## config.mk

```make
export PLATFORM = sky130hd
export DESIGN_NAME = eb_credit_tx
export DESIGN_NICKNAME = d
export VERILOG_FILES = /design/src/rtl/eb_credit_tx.sv
export SDC_FILE = /design/constraint.sdc
export NUM_CORES = 1
export LEC_CHECK = 0
export CAP_MARGIN = 10
export CORE_ASPECT_RATIO = 2
export CORE_UTILIZATION = 51
export DETAILED_ROUTE_END_ITERATION = 10
export PLACE_DENSITY_LB_ADDON = 0.25
export REMOVE_ABC_BUFFERS = 1
export SLEW_MARGIN = 10
export SYNTH_ARGS = -nofsm -noshare
export SYNTH_HDL_FRONTEND = slang
export SYNTH_SLANG_ARGS = --single-unit
```

## constraint.sdc

```tcl
create_clock -name clk -period 4.5 [get_ports clk]
set_input_delay 0.9 -clock clk [delete_from_list [all_inputs] [get_ports clk]]
set_output_delay 0.9 -clock clk [all_outputs]
set_load 0.02 [all_outputs]
```

## src/rtl/eb_credit_tx.sv

```systemverilog
// Credit-based link transmitter: 2-entry elastic input buffer feeding a non-stallable registered link.
// Optional credit-overflow detection is built when EB_CREDIT_TX_CHECK_EN is defined.
module eb_credit_tx #(
    parameter int DWIDTH  = 32,
    parameter int CREDITS = 4,
    parameter int CWIDTH  = $clog2(CREDITS + 1)
) (
    input  logic              clk,
    input  logic              rst,
    input  logic [DWIDTH-1:0] t_data,
    input  logic              t_valid,
    output logic              t_ready,
    output logic [DWIDTH-1:0] i_data,
    output logic              i_valid,
    input  logic              i_credit,
    output logic [CWIDTH-1:0] credit_cnt,
    output logic              credit_err
);

    typedef enum logic [1:0] {
        OCC_EMPTY = 2'd0,
        OCC_ONE   = 2'd1,
        OCC_FULL  = 2'd2
    } occ_e;

    localparam logic [CWIDTH-1:0] CREDIT_MAX = CWIDTH'(CREDITS);

    occ_e              occ_q, occ_d;
    logic [DWIDTH-1:0] head_q, head_d;
    logic [DWIDTH-1:0] tail_q, tail_d;
    logic              t_ready_q, t_ready_d;
    logic [DWIDTH-1:0] i_data_q;
    logic              i_valid_q;
    logic [CWIDTH-1:0] credit_q, credit_d;
    logic [CWIDTH-1:0] credit_after_send;
    logic              accept;
    logic              send;
    logic              overflow;

    assign accept = t_valid & t_ready_q;
    assign send   = (occ_q != OCC_EMPTY) && (credit_q != '0);

    // NOTE: every variable gets a default before the case so no path leaves it unassigned (no latch).
    always_comb begin
        occ_d  = occ_q;
        head_d = head_q;
        tail_d = tail_q;
        unique case (occ_q)
            OCC_EMPTY: begin
                if (accept) begin
                    head_d = t_data;
                    occ_d  = OCC_ONE;
                end
            end
            OCC_ONE: begin
                unique case ({accept, send})
                    2'b11: head_d = t_data;
                    2'b01: occ_d  = OCC_EMPTY;
                    2'b10: begin
                        tail_d = t_data;
                        occ_d  = OCC_FULL;
                    end
                    default: ;
                endcase
            end
            OCC_FULL: begin
                // t_ready is low here, so only a send can change the buffer.
                if (send) begin
                    head_d = tail_q;
                    occ_d  = OCC_ONE;
                end
            end
            default: occ_d = OCC_EMPTY;
        endcase
        t_ready_d = (occ_d != OCC_FULL);
    end

    // A returned credit that would exceed the far-end depth is dropped, not counted.
    always_comb begin
        credit_after_send = credit_q - CWIDTH'(send);
        overflow          = i_credit && (credit_after_send == CREDIT_MAX);
        credit_d          = credit_after_send;
        if (i_credit && !overflow) begin
            credit_d = credit_after_send + CWIDTH'(1);
        end
    end

    // NOTE: sequential state uses non-blocking assignments so all registers update from pre-edge values.
    always_ff @(posedge clk) begin
        if (rst) begin
            occ_q     <= OCC_EMPTY;
            t_ready_q <= 1'b0;
            i_data_q  <= '0;
            i_valid_q <= 1'b0;
            credit_q  <= CREDIT_MAX;
        end else begin
            occ_q     <= occ_d;
            t_ready_q <= t_ready_d;
            i_valid_q <= send;
            credit_q  <= credit_d;
            if (send) begin
                i_data_q <= head_q;
            end
        end
    end

    // NOTE: payload slots are not reset; occupancy alone decides whether their contents are meaningful.
    always_ff @(posedge clk) begin
        head_q <= head_d;
        tail_q <= tail_d;
    end

`ifdef EB_CREDIT_TX_CHECK_EN
    logic credit_err_q;

    always_ff @(posedge clk) begin
        if (rst) begin
            credit_err_q <= 1'b0;
        end else if (overflow) begin
            credit_err_q <= 1'b1;
        end
    end

    assign credit_err = credit_err_q;
`else
    assign credit_err = 1'b0;
`endif

    assign t_ready    = t_ready_q;
    assign i_data     = i_data_q;
    assign i_valid    = i_valid_q;
    assign credit_cnt = credit_q;

endmodule
```

==> results.sh <==
export IMPL_outcome="complete, no violations"
export IMPL_setup_worst_path_end_class="flip-flop"
export IMPL_synth_seq_area_share=0.689
export IMPL_worstMarginPinSlew_ns=1.04
export IMPL_setup_violations_final=0
export IMPL_cts_buffer_depth=2
export IMPL_grt_use_total=0.198
export IMPL_cts_resized_gates=0
export IMPL_setup_tns_ns=0
export IMPL_drc=0
export IMPL_clock_sink_count=103
export IMPL_rsz0062_at_grt="no"
export IMPL_p_leak_nw=1.69
export IMPL_detailedRoute_firstPassIterationCount=4
export IMPL_worst_hold_startpoint="i_data[9]"
export IMPL_grt_antenna_before_repair=0
export IMPL_dp_hpwl_um=4530
export IMPL_grt_max_degree=46
export IMPL_tritoncts="yes"
export IMPL_h_tree_depth=3
export IMPL_rr_endpoint="head_q[20]"
export IMPL_num_io_pins=74
export IMPL_timing_hold_ws_ns=0.451
export IMPL_numPlacedInstances=443
export IMPL_final_core_utilization=0.684
export IMPL_finalWeightedCongestion=0.781
export IMPL_synth_edf_count=64
export IMPL_layout_area_growth_over_synthesis_pct=27.7
export IMPL_insertedDiodeCount=0
export IMPL_maxCapViolations=0
export IMPL_post_synth_main_area_contributors="edfxtp_1, dfxtp_1, mux2_2"
export IMPL_tritoncts_num_buffers=9
export IMPL_avgSynthCellArea_sq_um=13.3
export IMPL_timing_rr_start="occ_q[1]"
export IMPL_antenna_left=0
export IMPL_final_max_slew_viol_count=0
export IMPL_crit_type="flip-flop to flip-flop"
export IMPL_crit_path_cell_trace="o32ai_4, buf_4, inv_2, ha_1, a21boi_0, o21ai_4"
export IMPL_max_freq_ghz=0.321
export IMPL_timing_critical_path_arrival_ns=3.07
export IMPL_holdCritPathClass="flip-flop to flip-flop"
export IMPL_worst_endpoint_required_ns=4.46
export IMPL_post_synth_top_area_cell="edfxtp_1"
export IMPL_synth_common_cells="nand2_1, edfxtp_1, dfxtp_1, a21oi_1, mux2_2"
export IMPL_dieArea_sq_mm=0.00806
export IMPL_cts_root_buf="clkbuf_16"
export IMPL_synth_cell_type_count=29
export IMPL_chipHeight_um=126
export IMPL_tcrit_tclk_final=0.693
export IMPL_instances_no_fill=459
export IMPL_route_detailed_vias_per_inst=5.30
export IMPL_critical_path_slowest_cell="o21ai_4"
export IMPL_final_design_area_no_fill_sq_mm=0.00501
export IMPL_timing_reg2reg_worst_path_depth=6
export IMPL_wl_um=7210
export IMPL_startpoint_type="flip-flop"
export IMPL_drive_above_1_share=0.150
export IMPL_yosysWarnings=0
export IMPL_synth_ff_type="edfxtp_1"
export IMPL_maxSlewHeadroom=0.304
export IMPL_num_vias=2431
export IMPL_synthArstFlopShare=0
export IMPL_setup_worst_path_end="head_q[20]"
export IMPL_postCtsHoldBufs=0
export IMPL_num_nets_final=404
export IMPL_fp_dieW_um=64.0
export IMPL_grt_overflow=0
export IMPL_post_cts_repair_setup_buffers=0
export IMPL_timing_critical_path_fanout_max=35
export IMPL_rows=44
export IMPL_starting_density=0.536
export IMPL_worst_ir_drop_on_vdd_v=0.000468
export IMPL_grt_pass1_wl_um=11800
export IMPL_core_sq_mm=0.00732
export IMPL_synthCells=294
export IMPL_worst_skew_pair_late_latency_ns=0.34
export IMPL_first_global_vias=2507
export IMPL_min_period_ns=3.12
export IMPL_placed_area_sq_mm=0.00466
export IMPL_drt_iter0_drc=119
export IMPL_max_stage_delay_ns=0.84
export IMPL_power_density_cell_area_mw_per_mm2=452
export IMPL_average_detailed_routed_wire_length_per_instance_um=15.7
export IMPL_synth_top_area_frac=0.490
export IMPL_synthMostInstantiatedCell="nand2_1"
export IMPL_finalHoldViolations=0
export IMPL_synth_seq_cells=103
export IMPL_final_setup_skew_ns=0.00567
export IMPL_filler_cell_count=525
export IMPL_io_buffers=72
export IMPL_worst_setup_path_startpoint="occ_q[1]"
export IMPL_synth_area_sq_mm=0.00392
export IMPL_ff2ff_setup_slack_ns=1.38
export IMPL_clk_transition_reported_paths_ns=0.07
[final cells by class]
class                           instances  area [sq um]  share of cell area
Clock buffer                           10           239              0.0477
Clock inverter                          6           108              0.0215
Inverter                                5          18.8             0.00375
Multi-Input combinational cell        170          1100               0.220
Sequential cell                       103          2700               0.540
Tap cell                               92           115              0.0230
Timing Repair Buffer                   73           723               0.144
[where the power goes]
part / switching (mW) / internal, mW
registers: 0.0297 / 1.06
clock network: 0.322 / 0.556
logic: 0.160 / 0.135
[worst max-delay path: cells and delay by family, from the launching register on]
kind	cells	cell delay, ns
DFF	1	0.58
AOI/OAI and AO/OA	3	1.12
adders and majority gates	1	0.23
buffers and inverters	2	0.77
[layer usage]
| metal | vias to the layer above | GRT usage | routed length (um) |
|---|---|---|---|
| li1 | 1173 | - | - |
| met1 | 1179 | 0.215 | 2790 |
| met2 | 69 | 0.344 | 3970 |
| met3 | 10 | 0.0516 | 301 |
| met4 | 0 | 0.107 | 155 |
| met5 | - | 0 | 0 |
[placed cells by master (no fill, tap or decap), types with 3 or more instances in the layout]
cell,netlist,final
nor2_1,5,4
a21oi_1,33,33
bufinv_16,0,3
nand2_1,71,71
clkdlybuf4s50_1,0,71
ha_1,6,6
mux2_2,32,32
clkbuf_16,0,9
edfxtp_1,64,64
inv_1,4,4
dfxtp_1,39,39
[flip-flops by register name (all words and copies together), names as in the netlist]
name / flops
head_q: 32
credit_cnt: 3
tail_q: 32
i_valid: 1
t_ready: 1
occ_q: 2
i_data: 32
[logic make-up after synthesis]
logic type                 after synthesis  share of synthesized area
adders and majority gates                6                     0.0191
DFF                                    103                      0.689
AOI/OAI and AO/OA                       41                     0.0632
other                                    1                   0.000956
muxes                                   32                     0.0919
xor gates and xnor gates                 1                    0.00223
buffers and inverters                   21                     0.0370
and+or+nand+nor                         89                     0.0964
[through the flow]
| step | setup WS, ns | total power, mW |
|---|---|---|
| floorplan | 0.296 | 1.27 |
| global placement | 1.47 | 1.39 |
| detailed placement | 1.36 | 1.40 |
| CTS | 1.33 | 2.28 |
| global route | 1.15 | 2.35 |
| finish | 1.38 | 2.26 |
[worst min path at each step]
| stage | to | slack, ns | cells past startpoint |
|---|---|---|---|
| global route | i_data[9] | 0.47 | 2 |
| detailed placement | i_data[9] | 0.45 | 2 |
| CTS | i_data[9] | 0.45 | 2 |
| floorplan | i_data[0] | 0.47 | 2 |
| finish | i_data[9] | 0.45 | 2 |
| global placement | i_data[9] | 0.44 | 2 |
Note: power is estimated with default switching activity, not from simulation.
